**src/rtl/regfile_pkg.sv**
```systemverilog
// Shared register-file definitions for the load writeback path.
package regfile_pkg;

  localparam int REGADDRWIDTH = 4;
  localparam logic [REGADDRWIDTH-1:0] ZERO_REG = 4'd0;

  // Width of the data field stored in a load queue entry.
  parameter int LOAD_DATA_BITS = 16;

  typedef struct packed {
    logic [REGADDRWIDTH-1:0]   RegAddr;
    logic [LOAD_DATA_BITS-1:0] Data;
    logic                      Spec;
  } load_queue_entry_t;

endpackage

```
**src/rtl/load_writeback_queue_if.sv**
```systemverilog
// Load response handshake and register-file load write port.
// master: memory/response side driving Resp*, slave: the writeback queue.
interface load_writeback_queue_if #(
  parameter int DATABITWIDTH = 16
);
  import regfile_pkg::*;

  logic                    RespValid;
  logic                    RespReady;
  logic [REGADDRWIDTH-1:0] RespRegAddr;
  logic [DATABITWIDTH-1:0] RespData;
  logic                    LoadWriteEn;
  logic [REGADDRWIDTH-1:0] LoadWriteRegisterAddr;
  logic [DATABITWIDTH-1:0] LoadWriteData;

  modport master (
    output RespValid, RespRegAddr, RespData,
    input  RespReady, LoadWriteEn, LoadWriteRegisterAddr, LoadWriteData
  );

  modport slave (
    input  RespValid, RespRegAddr, RespData,
    output RespReady, LoadWriteEn, LoadWriteRegisterAddr, LoadWriteData
  );

endinterface

```
**src/rtl/load_writeback_queue_ctrl.sv**
```systemverilog
// Pointer, occupancy and speculation-rollback control for the load writeback queue.
// Entries from specStartPtr up to tailPtr are the speculative region; a
// mispredict rewinds tailPtr to specStartPtr and recomputes the count from it.
module load_queue_ctrl #(
  parameter  int QUEUEDEPTH = 4,
  localparam int PTRW       = $clog2(QUEUEDEPTH)
) (
  input  logic            clk,
  input  logic            sync_rst,
  input  logic            clkEn,
  input  logic            speculating,
  input  logic            endPulse,
  input  logic            mispredictPulse,
  input  logic            enqReq,
  input  logic            headSpec,
  output logic            enqWrite,
  output logic            enqSpec,
  output logic            deqFire,
  output logic            clearSpec,
  output logic            full,
  output logic [PTRW-1:0] headPtr,
  output logic [PTRW-1:0] writePtr,
  output logic [PTRW:0]   count
);

  logic [PTRW-1:0] tailPtr;
  logic [PTRW-1:0] specStartPtr;
  logic            specActive;
  logic            rollback;
  logic [PTRW-1:0] headNext;
  logic [PTRW-1:0] tailNext;
  logic [PTRW:0]   countNext;

  assign full      = (count == (PTRW+1)'(QUEUEDEPTH));
  assign deqFire   = clkEn && (count != '0) && !headSpec;
  // A pulse in the same cycle resolves the branch, so the new entry is not speculative.
  assign enqSpec   = speculating && !endPulse && !mispredictPulse;
  // A speculative response arriving with a mispredict belongs to the wrong path.
  assign enqWrite  = clkEn && enqReq && !full && !(mispredictPulse && speculating);
  assign clearSpec = clkEn && (endPulse || mispredictPulse);
  assign rollback  = mispredictPulse && specActive;
  assign writePtr  = rollback ? specStartPtr : tailPtr;

  // Next pointers and occupancy; after a rollback only head..specStart survives.
  always_comb begin
    headNext = headPtr + PTRW'(deqFire);
    tailNext = writePtr + PTRW'(enqWrite);
    if (rollback) begin
      countNext = {1'b0, specStartPtr - headNext} + (PTRW+1)'(enqWrite);
    end else begin
      countNext = count + (PTRW+1)'(enqWrite) - (PTRW+1)'(deqFire);
    end
  end

  // Pointer, count and speculation-region registers.
  always_ff @(posedge clk) begin
    if (sync_rst) begin
      headPtr      <= '0;
      tailPtr      <= '0;
      specStartPtr <= '0;
      count        <= '0;
      specActive   <= 1'b0;
    end else if (clkEn) begin
      headPtr <= headNext;
      tailPtr <= tailNext;
      count   <= countNext;
      if (endPulse || mispredictPulse) begin
        specActive <= 1'b0;
      end else if (enqWrite && enqSpec && !specActive) begin
        specActive   <= 1'b1;
        specStartPtr <= tailPtr;
      end
    end
  end

endmodule

```
**src/rtl/load_writeback_queue.sv**
```systemverilog
// In-order load writeback queue between the load response path and the
// register-file load write port. Holds speculative loads until the branch
// resolves, discards them on mispredict, drains one entry per cycle.
// Optional: LOAD_WRITEBACK_BYPASS_EN writes a response straight through
// when the queue is empty and nothing speculative is going on.
module load_writeback_queue #(
  parameter int DATABITWIDTH = 16,
  parameter int QUEUEDEPTH   = 4
) (
  input  logic                          clk,
  input  logic                          clk_en,
  input  logic                          sync_rst,
  input  logic                          Speculating,
  input  logic                          EndSpeculationPulse,
  input  logic                          MispredictedSpeculationPulse,
  load_writeback_queue_if.slave         bus,
  output logic [$clog2(QUEUEDEPTH):0]   QueueOccupancy
);
  import regfile_pkg::*;

  localparam int PTRW = $clog2(QUEUEDEPTH);

  load_queue_entry_t entries [QUEUEDEPTH];

  logic            enqReq;
  logic            enqWrite;
  logic            enqSpec;
  logic            deqFire;
  logic            clearSpec;
  logic            full;
  logic            bypassFire;
  logic [PTRW-1:0] headPtr;
  logic [PTRW-1:0] writePtr;
  logic [PTRW:0]   count;

`ifdef LOAD_WRITEBACK_BYPASS_EN
  assign bypassFire = clk_en && bus.RespValid && !Speculating &&
                      (bus.RespRegAddr != ZERO_REG) && (count == '0) &&
                      !EndSpeculationPulse && !MispredictedSpeculationPulse;
`else
  assign bypassFire = 1'b0;
`endif

  // Writes to the zero register complete the handshake but are never stored.
  assign enqReq         = bus.RespValid && (bus.RespRegAddr != ZERO_REG) && !bypassFire;
  assign bus.RespReady  = !full;
  assign QueueOccupancy = count;

  load_queue_ctrl #(
    .QUEUEDEPTH (QUEUEDEPTH)
  ) u_ctrl (
    .clk             (clk),
    .sync_rst        (sync_rst),
    .clkEn           (clk_en),
    .speculating     (Speculating),
    .endPulse        (EndSpeculationPulse),
    .mispredictPulse (MispredictedSpeculationPulse),
    .enqReq          (enqReq),
    .headSpec        (entries[headPtr].Spec),
    .enqWrite        (enqWrite),
    .enqSpec         (enqSpec),
    .deqFire         (deqFire),
    .clearSpec       (clearSpec),
    .full            (full),
    .headPtr         (headPtr),
    .writePtr        (writePtr),
    .count           (count)
  );

  // Entry storage: resolve clears speculation marks, then the new entry lands.
  always_ff @(posedge clk) begin
    if (sync_rst) begin
      for (int i = 0; i < QUEUEDEPTH; i++) begin
        entries[i] <= '0;
      end
    end else if (clk_en) begin
      if (clearSpec) begin
        for (int i = 0; i < QUEUEDEPTH; i++) begin
          entries[i].Spec <= 1'b0;
        end
      end
      if (enqWrite) begin
        entries[writePtr] <= '{RegAddr: bus.RespRegAddr, Data: bus.RespData, Spec: enqSpec};
      end
    end
  end

  // Register-file write port: bypassed response, else the draining head, else idle zeros.
  always_comb begin
    bus.LoadWriteEn           = bypassFire || deqFire;
    bus.LoadWriteRegisterAddr = ZERO_REG;
    bus.LoadWriteData         = '0;
    if (bypassFire) begin
      bus.LoadWriteRegisterAddr = bus.RespRegAddr;
      bus.LoadWriteData         = bus.RespData;
    end else if (deqFire) begin
      bus.LoadWriteRegisterAddr = entries[headPtr].RegAddr;
      bus.LoadWriteData         = entries[headPtr].Data;
    end
  end

endmodule

```
**src/flat_wrapper.sv**
```systemverilog
// flat-port wrapper written by rule: the top's interface ports become plain ports
module load_writeback_queue_flat import regfile_pkg::*;
#(
  parameter int DATABITWIDTH = 16,
  parameter int QUEUEDEPTH   = 4
)
  (clk, clk_en, sync_rst, Speculating, EndSpeculationPulse, MispredictedSpeculationPulse, QueueOccupancy, bus_RespValid, bus_RespRegAddr, bus_RespData, bus_RespReady, bus_LoadWriteEn, bus_LoadWriteRegisterAddr, bus_LoadWriteData);
  load_writeback_queue_if #(.DATABITWIDTH(DATABITWIDTH)) bus_i ();
  input  logic clk;
  input  logic clk_en;
  input  logic sync_rst;
  input  logic Speculating;
  input  logic EndSpeculationPulse;
  input  logic MispredictedSpeculationPulse;
  output logic [$clog2(QUEUEDEPTH):0] QueueOccupancy;
  input wire logic [$bits(bus_i.RespValid)-1:0] bus_RespValid;
  input wire logic [$bits(bus_i.RespRegAddr)-1:0] bus_RespRegAddr;
  input wire logic [$bits(bus_i.RespData)-1:0] bus_RespData;
  output wire logic [$bits(bus_i.RespReady)-1:0] bus_RespReady;
  output wire logic [$bits(bus_i.LoadWriteEn)-1:0] bus_LoadWriteEn;
  output wire logic [$bits(bus_i.LoadWriteRegisterAddr)-1:0] bus_LoadWriteRegisterAddr;
  output wire logic [$bits(bus_i.LoadWriteData)-1:0] bus_LoadWriteData;
  assign bus_i.RespValid = bus_RespValid;
  assign bus_i.RespRegAddr = bus_RespRegAddr;
  assign bus_i.RespData = bus_RespData;
  assign bus_RespReady = bus_i.RespReady;
  assign bus_LoadWriteEn = bus_i.LoadWriteEn;
  assign bus_LoadWriteRegisterAddr = bus_i.LoadWriteRegisterAddr;
  assign bus_LoadWriteData = bus_i.LoadWriteData;
  load_writeback_queue #(.DATABITWIDTH(DATABITWIDTH), .QUEUEDEPTH(QUEUEDEPTH)) u_core (.clk(clk), .clk_en(clk_en), .sync_rst(sync_rst), .Speculating(Speculating), .EndSpeculationPulse(EndSpeculationPulse), .MispredictedSpeculationPulse(MispredictedSpeculationPulse), .bus(bus_i), .QueueOccupancy(QueueOccupancy));
endmodule
```
**config.mk**
```make
export PLATFORM = sky130hd
export DESIGN_NAME = load_writeback_queue_flat
export DESIGN_NICKNAME = d
export VERILOG_FILES = /design/src/rtl/regfile_pkg.sv /design/src/rtl/load_writeback_queue_if.sv /design/src/rtl/load_writeback_queue_ctrl.sv /design/src/rtl/load_writeback_queue.sv /design/src/flat_wrapper.sv
export SDC_FILE = /design/constraint.sdc
export NUM_CORES = 1
export LEC_CHECK = 0
export CORE_AREA = 2 2 103 105
export CTS_BUF_LIST = sky130_fd_sc_hd__clkbuf_8
export DETAILED_ROUTE_END_ITERATION = 16
export DIE_AREA = 0 0 105 107
export GPL_TIMING_DRIVEN = 0
export PLACE_DENSITY = 0.78
export SLEW_MARGIN = 20
export SYNTH_ARGS = -nofsm -noshare
export SYNTH_HDL_FRONTEND = slang
export SYNTH_SLANG_ARGS = --single-unit
```
**constraint.sdc**
```tcl
create_clock -name clk -period 3.9 [get_ports clk]
set_clock_uncertainty 0.2 [all_clocks]
set_input_delay 0.39 -clock clk [delete_from_list [all_inputs] [get_ports clk]]
set_output_delay 0.39 -clock clk [all_outputs]
set_load 0.05 [all_outputs]
```
==> reports/results.ini <==
[floorplanning]
die-area_um2 = 11200
fp.dieH_um = 107
pin_count = 52
rows = 37
fp.dieW_um = 105
core_um2 = 10100
start_util_pct = 49.1

[outcome]
outcome = finished, final reports clean

[worst_setup_path]
crit_chain = mux4_2 > or3b_4 > buf_6 > nor2b_1 > clkdlybuf4s50_1
max_stage_delay_ns = 0.82
worst_setup_path_end_kind = primary output
crit_required_ns = 3.31
critPathArrivalTime_ns = 2.85
critical_path_class = flip-flop to primary output
critPathLaunchType = flip-flop
cp_max_fo = 10
slowest_stage = clkdlybuf4s50_1

[synthesis]
ys_async_sr_fraction_pct = 0
syn_avg_cell_area_um2 = 13.7
synth_area_leaders = edfxtp_1 (51%), mux4_2 (9.6%), nor4_1 (6.3%), dfxtp_1 (4.9%), nor4_2 (4.3%)
synth_edf_count = 84
synth_most_common_cell = edfxtp_1
synth_warnings = 0
synth_top_area_share_pct = 50.9
yosys-top-cells-count = edfxtp_1 (84), nor4_1 (50), inv_1 (24)
synth_area_leader_cell = edfxtp_1
synth_ff_type = edfxtp_1
netlist_instances = 362
yosysUniqueCellTypes = 51
synth-seq-cells = 96
syn_area_um2 = 4950
syn_nets = 397
ys_seq_area_share_pct = 55.8

[finish]
syn2layout_area_growth_pct = 18.4
final_nets = 457
n_antenna_cell = 0
multi_input_area_um2 = 1940
seq_area_um2 = 2760
fillers = 839
drive_gt1_share_pct = 20.1
final_cells = 563

[cts]
clock-root-buffer = clkbuf_8
ctsResizeCount = 0
postCtsHoldBufs = 0
clk_path_buf_depth = 2
htree_levels = 3
cts_buffers = 9
path_clk_slew_ns = 0.10
clkLatencyLatePin_ns = 0.37
cts.sink_count = 96
cts_tree = yes
postCtsSetupBuffers = 0

[global_routing]
grt-ovfl-total = 0
antenna_found_initial = 0
grt_pass1_wl_um = 18500
grt_usage_pct = 21.9
grt_max_degree = 21
first_global_vias = 3634

[sta]
setup_violations = 0
maxSlewViolCount = 0
tightest_slew_ns = 0.807
fin_crit_sh_pct = 88.2
finalHoldWorstSlack_ns = 0.267
period_minus_slack_ns = 3.44
max-slew-margin-rel_pct = 46.2
fmax_mhz = 291
hold_violations = 0
rsz0062_at_grt = no

[power]
p_comb_share_pct = 19.8
intPower_mw = 1.65
switching_share_pct = 29.3
power_frac_clock_pct = 29.4
seqPwrFrac_pct = 50.8
pwr_density_cell_nw_per_um2 = 397
p_sw_mw = 0.682
p_leak_nw = 1.91
ir_drop_mv = 0.226

[drt]
ant_nets = 0
first_iter_violations = 222
dr_total_vias = 3421
wl_per_cell_um = 20.5
wl_met2_um = 6040
wirelength_um = 11500
drtPass1Iterations = 4
via_per_inst = 6.08
dr.max_layer_used = met4
drc = 0
wl_met3_um = 681
m1WireLength_um = 4560

[place]
portBuffers = 49
hpwl_um = 7850
dpl.cell_count = 547
gp_congestion = 0.804

[run]
max_cap_viol_count = 0

[hold_path]
hold_path_class = input pin to flip-flop

worst paths after layout:
| path | to | depth (start not counted) | slack (ns) | startpoint |
|---|---|---|---|---|
| setup reg to reg | u_core.u_ctrl.count[1] | 11 | 0.63 | flip-flop |
| hold / removal | u_core.u_ctrl.count[2] | 3 | 0.27 | clk_en |
| hold reg to reg | u_core.u_ctrl.specStartPtr[1] | 2 | 0.30 | u_core.u_ctrl.tailPtr[1] |
| setup / recovery | bus_LoadWriteData[15] | 5 | 0.46 | flip-flop |
registers in the layout (all words and copies together) (netlist names), named ones only:
name                        flops
u_core.entries                 84
u_core.u_ctrl.count             3
u_core.u_ctrl.headPtr           2
u_core.u_ctrl.specStartPtr      2
u_core.u_ctrl.tailPtr           2
u_core.u_ctrl.specActive        1
power by group through the flow:
stage,combinational [mW],clock (mW),sequential [mW]
after floorplan,0.299,0,1.22
after global placement,0.444,0,1.21
after detailed placement,0.461,0,1.21
after CTS,0.463,0.680,1.18
after global routing,0.491,0.722,1.19
final,0.461,0.685,1.18
area by class of cell:
class	count	area share [%]
Timing Repair Buffer	49	8.37
Clock buffer	9	2.11
Multi-Input combinational cell	201	33.2
Sequential cell	96	47.1
Buffer	41	3.42
Tap cell	136	2.90
Inverter	24	1.54
Clock inverter	7	1.37
cells by family after synthesis:
logic type,count (synthesis),share of synthesized area [%]
adder cells (fa/ha/maj),8,2.17
AND/OR/NAND/NOR,141,21.2
XOR/XNOR,5,0.884
buffers and inverters,65,5.86
multiplexers,25,10.4
AO/OA/AOI/OAI,22,3.69
flip-flops,96,55.8
routing by layer:
layer | vias to the layer above | global-route usage (%)
met4 | 0 | 10.5
met1 | 1708 | 26.2
met2 | 138 | 38.4
li1 | 1551 | -
met3 | 24 | 3.95
met5 | - | 0
per-stage QoR:
| step | total power, mW | TNS, ns | worst slack, ns | cell area [um2] | utilization [%] |
|---|---|---|---|---|---|
| after floorplan | 1.52 | 0 | 0.540 | 4950 | - |
| after global placement | 1.65 | -24.83 | -0.454 | 5610 | 55.6 |
| after detailed placement | 1.67 | 0 | 0.280 | 5660 | 56.1 |
| after CTS | 2.33 | 0 | 0.438 | 5860 | 58.1 |
| after global routing | 2.40 | 0 | 0.353 | 5860 | 58.1 |
| final | 2.33 | 0 | 0.459 | 5860 | 58.1 |
worst max-delay path, delay by kind of cell, from the launching register on:
kind          cells  cell delay, ns
buf+inv           2            0.99
flops             1            0.40
mux               1            0.52
simple gates      2            0.58
placed cells by master, fill, tap and decap left out, types with 3 or more instances in the layout:
| cell type | n |
|---|---|
| nor2_1 | 6 |
| nor4_2 | 17 |
| nor4b_1 | 14 |
| nand2b_1 | 4 |
| nand2_1 | 8 |
| inv_1 | 24 |
| xor2_1 | 3 |
| nand3_1 | 4 |
| clkbuf_8 | 9 |
| edfxtp_1 | 84 |
| o21bai_4 | 4 |
| o31ai_1 | 3 |
| mux2i_1 | 4 |
| nor2b_1 | 22 |
| buf_2 | 13 |
| dfxtp_1 | 12 |
| buf_4 | 4 |
| clkdlybuf4s50_1 | 49 |
| ha_1 | 7 |
| nor4_1 | 50 |
| clkbuf_1 | 22 |
| mux4_2 | 21 |
No activity file was read; power rests on OpenSTA's default activity.
